## src/rtl/xfer_pkg.sv

```systemverilog
// ---------------------------------------------------------------------------
// xfer_pkg
// Shared definitions for the transfer sequencer:
//   - default DATA_W / DEPTH / TIMEOUT values
//   - 3-bit state encoding used by the sequencer FSM
//   - helper telling whether a state counts as "transfer in progress"
// ---------------------------------------------------------------------------
package xfer_pkg;

    localparam int DATA_W_DEF  = 8;
    localparam int DEPTH_DEF   = 8;
    localparam int TIMEOUT_DEF = 15;

    typedef enum logic [2:0] {
        IDLE     = 3'd0,
        WAIT_RDY = 3'd1,
        FETCH    = 3'd2,
        LOAD     = 3'd3,
        REQ      = 3'd4,
        REL      = 3'd5,
        DONE     = 3'd6,
        ERR      = 3'd7
    } xfer_state_e;

    // Every state between launch and completion/error keeps busy high.
    function automatic logic is_busy_state(xfer_state_e s);
        return (s == WAIT_RDY) || (s == FETCH) || (s == LOAD) ||
               (s == REQ)      || (s == REL);
    endfunction

endpackage

```

## src/rtl/xfer_sequencer_if.sv

```systemverilog
// ---------------------------------------------------------------------------
// xfer_sequencer_if
// Buffer-read and partner-handshake signals of the transfer sequencer.
//   ready_in : partner ReadyForTransferIn level
//   ack_in   : partner four-phase acknowledge
//   buf_data : buffer read data, valid one cycle after buf_addr
//   buf_addr : buffer read address
//   data_out : word presented to the partner
//   req_out  : four-phase request to the partner
// master = sequencer side, slave = buffer/partner side.
// ---------------------------------------------------------------------------
interface xfer_sequencer_if
    import xfer_pkg::*;
#(
    parameter int DATA_W = DATA_W_DEF,
    parameter int ADDR_W = 3
);
    logic              ready_in;
    logic              ack_in;
    logic [DATA_W-1:0] buf_data;
    logic [ADDR_W-1:0] buf_addr;
    logic [DATA_W-1:0] data_out;
    logic              req_out;

    modport master (
        input  ready_in, ack_in, buf_data,
        output buf_addr, data_out, req_out
    );

    modport slave (
        output ready_in, ack_in, buf_data,
        input  buf_addr, data_out, req_out
    );
endinterface

```

## src/rtl/xfer_sequencer_tick_timeout.sv

```systemverilog
// ---------------------------------------------------------------------------
// tick_timeout
// Counts tick pulses since the last clear. expired pulses on the tick that
// would be the TIMEOUT-th one; a clear in the same cycle suppresses it so
// that an ack edge always beats the terminal tick.
// Ports:
//   clk, rst (async active-low)
//   clr     : restart counting from zero
//   tick    : qualified pacing pulse (already gated by the caller)
//   expired : terminal tick seen this cycle
// ---------------------------------------------------------------------------
module tick_timeout
    import xfer_pkg::*;
#(
    parameter int TIMEOUT = TIMEOUT_DEF
) (
    input  logic clk,
    input  logic rst,
    input  logic clr,
    input  logic tick,
    output logic expired
);
    localparam int CW = $clog2(TIMEOUT + 1);
    localparam logic [CW-1:0] LAST = CW'(TIMEOUT - 1);
    localparam logic [CW-1:0] MAXV = CW'(TIMEOUT);

    logic [CW-1:0] cnt_q, cnt_d;

    always_comb begin
        cnt_d = cnt_q;
        if (clr) begin
            cnt_d = '0;
        end else if (tick && (cnt_q != MAXV)) begin
            // saturate so a stray extra tick can never wrap back to zero
            cnt_d = cnt_q + 1'b1;
        end
    end

    assign expired = tick & ~clr & (cnt_q == LAST);

    always_ff @(posedge clk or negedge rst) begin
        if (!rst) begin
            cnt_q <= '0;
        end else begin
            cnt_q <= cnt_d;
        end
    end
endmodule

```

## src/rtl/xfer_sequencer.sv

```systemverilog
// ---------------------------------------------------------------------------
// xfer_sequencer
// Moves DEPTH words from a local read buffer to a partner, one four-phase
// req/ack handshake per word. Each word waits for a tick with ready_in high,
// then takes one cycle to settle the buffer address and one to load data_out
// before req_out rises. A tick-based timeout guards both ack edges.
// Ports:
//   clk, rst (async active-low), tick, start (rising edge launches)
//   bus        : xfer_sequencer_if.master (buffer read + partner handshake)
//   busy       : transfer in progress
//   done       : sticky, last transfer completed
//   err        : sticky, last transfer timed out
//   word_count : words acknowledged in current/last transfer
// All outputs are registered, so an asserted rst clears them immediately.
// ---------------------------------------------------------------------------
module xfer_sequencer
    import xfer_pkg::*;
#(
    parameter int DATA_W  = DATA_W_DEF,
    parameter int DEPTH   = DEPTH_DEF,
    parameter int ADDR_W  = $clog2(DEPTH),
    parameter int TIMEOUT = TIMEOUT_DEF
) (
    input  logic              clk,
    input  logic              rst,
    input  logic              tick,
    input  logic              start,
    xfer_sequencer_if.master  bus,
    output logic              busy,
    output logic              done,
    output logic              err,
    output logic [ADDR_W:0]   word_count
);
    localparam logic [ADDR_W:0] WC_FULL = (ADDR_W + 1)'(DEPTH);

    xfer_state_e       state_q, state_d;
    logic              start_q;
    logic [ADDR_W-1:0] buf_addr_q, buf_addr_d;
    logic [DATA_W-1:0] data_out_q, data_out_d;
    logic              req_q, req_d;
    logic              busy_q, busy_d;
    logic              done_q, done_d;
    logic              err_q, err_d;
    logic [ADDR_W:0]   wc_q, wc_d;

    logic launch;
    logic tmr_clr;
    logic tmr_tick;
    logic tmr_expired;

    // Only a fresh rising edge of start counts; holding it high does nothing.
    assign launch = start & ~start_q;

    // The timeout only advances while a handshake edge is outstanding.
    assign tmr_tick = tick & ((state_q == REQ) || (state_q == REL));

    tick_timeout #(
        .TIMEOUT (TIMEOUT)
    ) u_timeout (
        .clk     (clk),
        .rst     (rst),
        .clr     (tmr_clr),
        .tick    (tmr_tick),
        .expired (tmr_expired)
    );

    always_comb begin
        state_d    = state_q;
        buf_addr_d = buf_addr_q;
        data_out_d = data_out_q;
        done_d     = done_q;
        err_d      = err_q;
        wc_d       = wc_q;
        tmr_clr    = 1'b0;

        case (state_q)
            IDLE, DONE, ERR: begin
                if (launch) begin
                    state_d    = WAIT_RDY;
                    done_d     = 1'b0;
                    err_d      = 1'b0;
                    wc_d       = '0;
                    buf_addr_d = '0;
                end
            end
            WAIT_RDY: begin
                if (tick && bus.ready_in) begin
                    state_d = FETCH;
                end
            end
            FETCH: begin
                // buf_addr has been stable for a full cycle after this one
                state_d = LOAD;
            end
            LOAD: begin
                data_out_d = bus.buf_data;
                state_d    = REQ;
                tmr_clr    = 1'b1;
            end
            REQ: begin
                // ack is checked first so it wins over a coincident terminal tick
                if (bus.ack_in) begin
                    state_d = REL;
                    tmr_clr = 1'b1;
                end else if (tmr_expired) begin
                    state_d = ERR;
                    err_d   = 1'b1;
                end
            end
            REL: begin
                if (!bus.ack_in) begin
                    wc_d = wc_q + 1'b1;
                    if ((wc_q + 1'b1) == WC_FULL) begin
                        state_d = DONE;
                        done_d  = 1'b1;
                    end else begin
                        buf_addr_d = buf_addr_q + 1'b1;
                        state_d    = WAIT_RDY;
                    end
                end else if (tmr_expired) begin
                    state_d = ERR;
                    err_d   = 1'b1;
                end
            end
            default: begin
                state_d = IDLE;
            end
        endcase

        // Registered outputs follow the state being entered.
        busy_d = is_busy_state(state_d);
        req_d  = (state_d == REQ);
    end

    always_ff @(posedge clk or negedge rst) begin
        if (!rst) begin
            state_q    <= IDLE;
            start_q    <= 1'b0;
            buf_addr_q <= '0;
            data_out_q <= '0;
            req_q      <= 1'b0;
            busy_q     <= 1'b0;
            done_q     <= 1'b0;
            err_q      <= 1'b0;
            wc_q       <= '0;
        end else begin
            state_q    <= state_d;
            start_q    <= start;
            buf_addr_q <= buf_addr_d;
            data_out_q <= data_out_d;
            req_q      <= req_d;
            busy_q     <= busy_d;
            done_q     <= done_d;
            err_q      <= err_d;
            wc_q       <= wc_d;
        end
    end

    assign bus.buf_addr = buf_addr_q;
    assign bus.data_out = data_out_q;
    assign bus.req_out  = req_q;
    assign busy         = busy_q;
    assign done         = done_q;
    assign err          = err_q;
    assign word_count   = wc_q;
endmodule

```

## src/flat_wrapper.sv

```systemverilog
// flat-port wrapper written by rule: the top's interface ports become plain ports
module xfer_sequencer_flat import xfer_pkg::*;
#(
    parameter int DATA_W  = DATA_W_DEF,
    parameter int DEPTH   = DEPTH_DEF,
    parameter int ADDR_W  = $clog2(DEPTH),
    parameter int TIMEOUT = TIMEOUT_DEF
)
  (clk, rst, tick, start, busy, done, err, word_count, bus_ready_in, bus_ack_in, bus_buf_data, bus_buf_addr, bus_data_out, bus_req_out);
  xfer_sequencer_if #(.DATA_W(DATA_W), .ADDR_W(ADDR_W)) bus_i ();
  input  logic clk;
  input  logic rst;
  input  logic tick;
  input  logic start;
  output logic busy;
  output logic done;
  output logic err;
  output logic [ADDR_W:0] word_count;
  input wire logic [$bits(bus_i.ready_in)-1:0] bus_ready_in;
  input wire logic [$bits(bus_i.ack_in)-1:0] bus_ack_in;
  input wire logic [$bits(bus_i.buf_data)-1:0] bus_buf_data;
  output wire logic [$bits(bus_i.buf_addr)-1:0] bus_buf_addr;
  output wire logic [$bits(bus_i.data_out)-1:0] bus_data_out;
  output wire logic [$bits(bus_i.req_out)-1:0] bus_req_out;
  assign bus_i.ready_in = bus_ready_in;
  assign bus_i.ack_in = bus_ack_in;
  assign bus_i.buf_data = bus_buf_data;
  assign bus_buf_addr = bus_i.buf_addr;
  assign bus_data_out = bus_i.data_out;
  assign bus_req_out = bus_i.req_out;
  xfer_sequencer #(.DATA_W(DATA_W), .DEPTH(DEPTH), .ADDR_W(ADDR_W), .TIMEOUT(TIMEOUT)) u_core (.clk(clk), .rst(rst), .tick(tick), .start(start), .bus(bus_i), .busy(busy), .done(done), .err(err), .word_count(word_count));
endmodule
```

## config.mk

```make
export PLATFORM = sky130hd
export DESIGN_NAME = xfer_sequencer_flat
export DESIGN_NICKNAME = d
export VERILOG_FILES = /design/src/rtl/xfer_pkg.sv /design/src/rtl/xfer_sequencer_if.sv /design/src/rtl/xfer_sequencer_tick_timeout.sv /design/src/rtl/xfer_sequencer.sv /design/src/flat_wrapper.sv
export SDC_FILE = /design/constraint.sdc
export NUM_CORES = 1
export LEC_CHECK = 0
export ABC_CLOCK_PERIOD_IN_PS = 1600
export BUFFER_PORTS_ARGS = -buffer_cell sky130_fd_sc_hd__buf_4
export CAP_MARGIN = 5
export CORE_UTILIZATION = 47
export CTS_CLUSTER_SIZE = 8
export DETAILED_ROUTE_END_ITERATION = 7
export PLACE_DENSITY_LB_ADDON = 0.12
export SLEW_MARGIN = 20
export SYNTH_ARGS = -nofsm -noshare
export SYNTH_HDL_FRONTEND = slang
export SYNTH_SLANG_ARGS = --single-unit
```

## constraint.sdc

```tcl
create_clock -name clk -period 1.6 [get_ports clk]
set_clock_uncertainty 0.15 [all_clocks]
set_input_delay 0.24 -clock clk [delete_from_list [all_inputs] [get_ports clk]]
set_output_delay 0.24 -clock clk [all_outputs]
set_load 0.01 [all_outputs]
```

## Yosys cells after proc, flatten, opt, wreduce, memory -nomap -nowiden

Cells that the tools add are included.

- Logic and storage cells: 82
- Register bits: 27
- Bits of input ports: 14

- Reduce and logical (&&, ||, !) cells: 16
- Bitwise logic cells: 6
- Mux-type cells: 26
- Equal/unequal tests: 21
- Add/sub/neg operators: 3

Operator list:

| kind | number |
|---|---|
| $mux 3 | 9 |
| $eq 3x3->1 const B | 6 |
| $pmux 3 s6 | 1 |
| $mux 4 | 4 |
| $eq 3x2->1 const B | 4 |
| $reduce_and 4->1 | 3 |
| $ne 2x2->1 const B | 5 |
| $add 4x1->4 const B | 2 |
| $eq 4x4->1 const B | 2 |
| $pmux 4 s2 | 1 |
| $mux 1 | 7 |
| $eq 3x1->1 const B | 2 |
| $pmux 3 s2 | 1 |
| $logic_or 1x1->1 | 5 |
| $and 1x1->1 | 4 |
| $ne 4x4->1 const B | 1 |
| $pmux 1 s2 | 2 |
| $reduce_bool 2->1 | 2 |
| $add 3x1->3 const B | 1 |
| $logic_not 3->1 | 1 |
| $pmux 1 s3 | 1 |
| $reduce_and 3->1 | 1 |
| $reduce_bool 3->1 | 1 |
| $reduce_or 3->1 | 1 |
| 3 further kinds | 5 |

## Depth between registers and ports, before layout

- Depth after elaboration: 13
- Mapped depth: 7
- Depth with buffers taken out: 7

## Modules after synthesis

From an unflattened synthesis, not the netlist that was laid out.

- Cell total of the unflattened synthesis: 130
- Area, all modules: 1415.1 um^2

By module, submodules not included:

| module | cells each | times used | area each (um^2) |
|---|---|---|---|
| xfer_sequencer | 106 | 1 | 1161.1 |
| tick_timeout | 24 | 1 | 254.0 |

## Worst setup path before layout

OpenSTA, ideal clock, no wires.

- Path type: flip-flop to flip-flop
- From: register u_core.wc_q[0], in the netlist u_core.word_count[0]
- To: register u_core.busy_q, in the netlist u_core.busy
- Arrival time: 1.463 ns
- Setup time: 0.073 ns
- Slack: -0.086 ns
- Clock period less this slack: 1.686 ns
- Stages on the path, launching flop included: 7
- Cell sequence: dfrtp_1 > ha_1 > nand2_1 > a21o_1 > a221o_1 > nor3b_1 > a21oi_2

- Word-level cells in the longest chain between the ends: 10

RTL lines:

| item | line | text |
|---|---|---|
| from (decl) | xfer_sequencer.sv:44 | `logic [ADDR_W:0] wc_q, wc_d;` |
| from (signal assigned) | xfer_sequencer.sv:155 | `wc_q <= wc_d;` |
| $add 4x1->4 * | xfer_sequencer.sv:113 | `if ((wc_q + 1'b1) == WC_FULL) begin` |
| $eq 4x4->1 * | xfer_sequencer.sv:113 |  |
| $mux 3 * | xfer_sequencer.sv:113 |  |
| $mux 3 * | xfer_sequencer.sv:111 | `if (!bus.ack_in) begin` |
| $pmux 3 s6 * | xfer_sequencer.sv:76 | `case (state_q)` |
| $eq 3x1->1 / $eq 3x2->1 (equally long branches) | xfer_pkg.sv:27 | `return (s == WAIT_RDY) \|\| (s == FETCH) \|\| (s == LOAD) \|\|` |
| $logic_or 1x1->1 (3 in series) | xfer_pkg.sv:27 |  |
| $logic_or 1x1->1 * | xfer_pkg.sv:28 | `(s == REQ) \|\| (s == REL);` |
| named net u_core.busy_d | xfer_sequencer.sv:41 | `logic busy_q, busy_d;` |
| to (signal assigned) | xfer_sequencer.sv:152 | `busy_q <= busy_d;` |
| to (decl) | xfer_sequencer.sv:41 |  |

The timed path passes the listed nets; every way through them passes the cells marked *.
A chain may end at the register's enable or synchronous reset.

## Worst setup path in the final report

Ends and elaborated chain as after synthesis.

==> flow_metrics.py <==
metrics = {
    "placement": {
        "io_buffers": 32,
        "hpwlAfterDp_mm": 2.33,
        "gp_congestion": 0.799,
        "dp_slack_ns": -0.137,
    },
    "power": {
        "power_density_nw_per_um2": 1690,
        "peakVddDrop_mv": 1.37,
        "p_leak_nw": 1.06,
    },
    "synth": {
        "yosys-top-cells-count": "dfrtp_1, mux2_2, a21oi_1",
        "ys_async_sr_fraction": 1.00,
        "yosysTopAreaCellShare": 0.494,
        "synth_enable_flop_cells": 0,
        "synth_warnings": 0,
        "ys_seq_area_frac": 0.494,
        "yosys_most_used_dff": "dfrtp_1",
        "yosys.area.top_type": "dfrtp_1",
        "yosysMostFrequentCell": "dfrtp_1",
        "synth_area_leaders": "dfrtp_1, mux2_2, ha_1",
        "synth_area_um2": 1370,
        "ys_ff_latch": 27,
        "avgSynthCellArea_um2": 11.3,
        "syn_inst": 121,
        "synth_cell_types": 40,
        "synth_nets": 139,
    },
    "floorplan": {
        "num_rows": 19,
        "die_x_um": 55.9,
        "die_h_um": 55.9,
        "core_area_um2": 2760,
        "dieArea_um2": 3130,
        "initial_core_util": 0.496,
        "ioPinCount": 33,
    },
    "sta": {
        "setup_violations": 10,
        "rsz0062_at_grt": "yes",
        "slew_headroom": 0.753,
        "period_share": 1.07,
        "worstMarginPinSlew_ns": 0.367,
        "fin_ws_ns": -0.105,
        "fmax_mhz": 586,
        "maxSlewViolCount": 0,
        "hold_violations": 0,
        "min_period_ns": 1.71,
        "fin_tns_setup_ns": -0.438,
    },
    "route": {
        "drt_iter0_markers": 41,
        "routed_via_density": 5.38,
        "wire_per_inst_um": 15.3,
        "final_antenna_net_count": 0,
        "vias": 1259,
        "firstDrtPassIters": 4,
        "drc": 0,
        "drt-total-wl_mm": 3.58,
    },
    "clocking": {
        "clkSinkCount": 27,
        "cts_buffers": 3,
        "cts.path.max_buffers": 2,
        "root_buffer": "clkbuf_4",
        "cts_htree_levels": 1,
        "insertion_delay_ns": 0.33,
        "path_clk_slew_ns": 0.16,
        "cts_tree": "built",
    },
    "critical_path": {
        "crit_required_ns": 1.73,
        "rr_startpoint": "u_core.word_count[0]",
        "timing.rr.end": "u_core.busy",
        "reg2reg_depth": 5,
        "crit_fanout": 4,
        "crit_type": "flop to flop",
        "cp.arrival_ns": 1.84,
        "worstSetupStartpoint": "u_core.word_count[0]",
        "r2r_setup_slack_ns": -0.11,
        "end_kind": "flop",
        "crit_path_start_kind": "flop",
    },
    "outcome": {
        "status": "finished with violations",
        "violations": "negative setup slack",
    },
    "hold_path": {
        "hp-start": "bus_ack_in",
        "min_to": "u_core.bus.buf_addr[0]",
        "hold_class": "input pin to flop",
        "hold_depth": 3,
    },
    "global_routing": {
        "antenna_found_initial": 0,
        "grt_pass1_vias": 1326,
        "grt-ovfl-total": 0,
        "grt_max_degree": 28,
        "grt_use_total": 0.245,
        "grt_pass1_wl_mm": 5.93,
    },
    "finish": {
        "final_util": 0.817,
        "num_antenna_cells": 0,
        "drive_above_1_share": 0.542,
        "area_delta_synth_final_pct": 64.7,
        "nets": 222,
    },
    "flow_run": {
        "maxCapViolations": 0,
    },
}
[metrics by stage]
stage / instance area (um^2) / total power [mW] / hold slack [ns] / std cells
floorplan: 1380 / 2.05 / -0.206 / 121
global placement: 1880 / 2.89 / 0.0158 / 208
CTS: 2180 / 3.67 / 0.126 / 233
finish: 2250 / 3.81 / 0.135 / 234
detailed placement: 1880 / 2.97 / 0.0197 / 208
global route: 2250 / 4.04 / 0.123 / 234
[metal layers]
metal	track usage	up-vias	routed length (um)
li1	-	608	-
met1	0.304	615	1520
met2	0.429	29	1890
met3	0.0535	7	125
met4	0.0732	0	47
met5	0	-	0
[flip-flops by register name, summed over array words and instances, names as in the netlist]
register / flops
u_core.state_q: 3
u_core.word_count: 4
u_core.err: 1
u_core.bus.data_out: 8
u_core.u_timeout.cnt_q: 4
u_core.start_q: 1
u_core.busy: 1
u_core.done: 1
u_core.bus.req_out: 1
u_core.bus.buf_addr: 3
[placed cells by master (no fill, tap or decap), drive strengths merged, types with 3 or more instances in the layout]
cell type,n
a21oi,8
dfrtp,27
inv,6
a21o,3
nand2,4
ha,4
nand3,4
nand4,3
mux2,9
o21ai,3
nand3b,5
or3,3
nor2b,3
nor2,7
xor2,3
dlygate4sd3,10
clkbuf,3
buf,71
[timing repair]
action,CTS,global route
pin swaps,13,7
endpoints found under the setup margin,10,23
gates cloned,0,0
endpoints found under the hold margin,36,0
hold buffers,10,0
buffers inserted,11,3
gates resized for setup,25,16
[cell families after synthesis]
kind of cell	after synthesis	synth area share
AOI/OAI and AO/OA	28	0.160
xor gates and xnor gates	5	0.0320
adders and majority gates	4	0.0366
buffers and inverters	8	0.0265
DFF	27	0.494
muxes	9	0.0741
and+or+nand+nor	40	0.177
[critical path, stage by stage, from the launching register on]
cell	delay, ns
dfrtp_2	0.49
a21bo_4	0.25
a21o_1	0.17
a221o_1	0.33
nor3b_2	0.17
a21oi_2	0.10
[worst max-delay path by stage]
stage                                   to  cells after the start  slack, ns
finish                         u_core.busy                      5      -0.11
global route                   u_core.busy                      7      -0.20
CTS                            u_core.busy                      7      -0.09
detailed placement             u_core.busy                      5      -0.14
global placement    u_core.bus.buf_addr[1]                      5      -0.09
floorplan                      u_core.busy                      5      -0.03
[cell type report]
| type | count | area (um^2) |
|---|---|---|
| multi-input combinational | 86 | 756 |
| timing repair buffer | 81 | 727 |
| tap | 31 | 38.8 |
| fill | 171 | 505 |
| clock buffer | 3 | 22.5 |
| sequential | 27 | 681 |
| inverter | 5 | 18.8 |
| clock inverter | 1 | 8.76 |
[report_power, final]
part | leakage [nW] | total, mW | internal, mW | switching (mW)
Combinational | 0.706 | 2.31 | 1.37 | 0.949
Clock | 0.0183 | 0.319 | 0.102 | 0.217
Sequential | 0.337 | 1.17 | 0.954 | 0.219
Power figures use the tool's default switching activity.
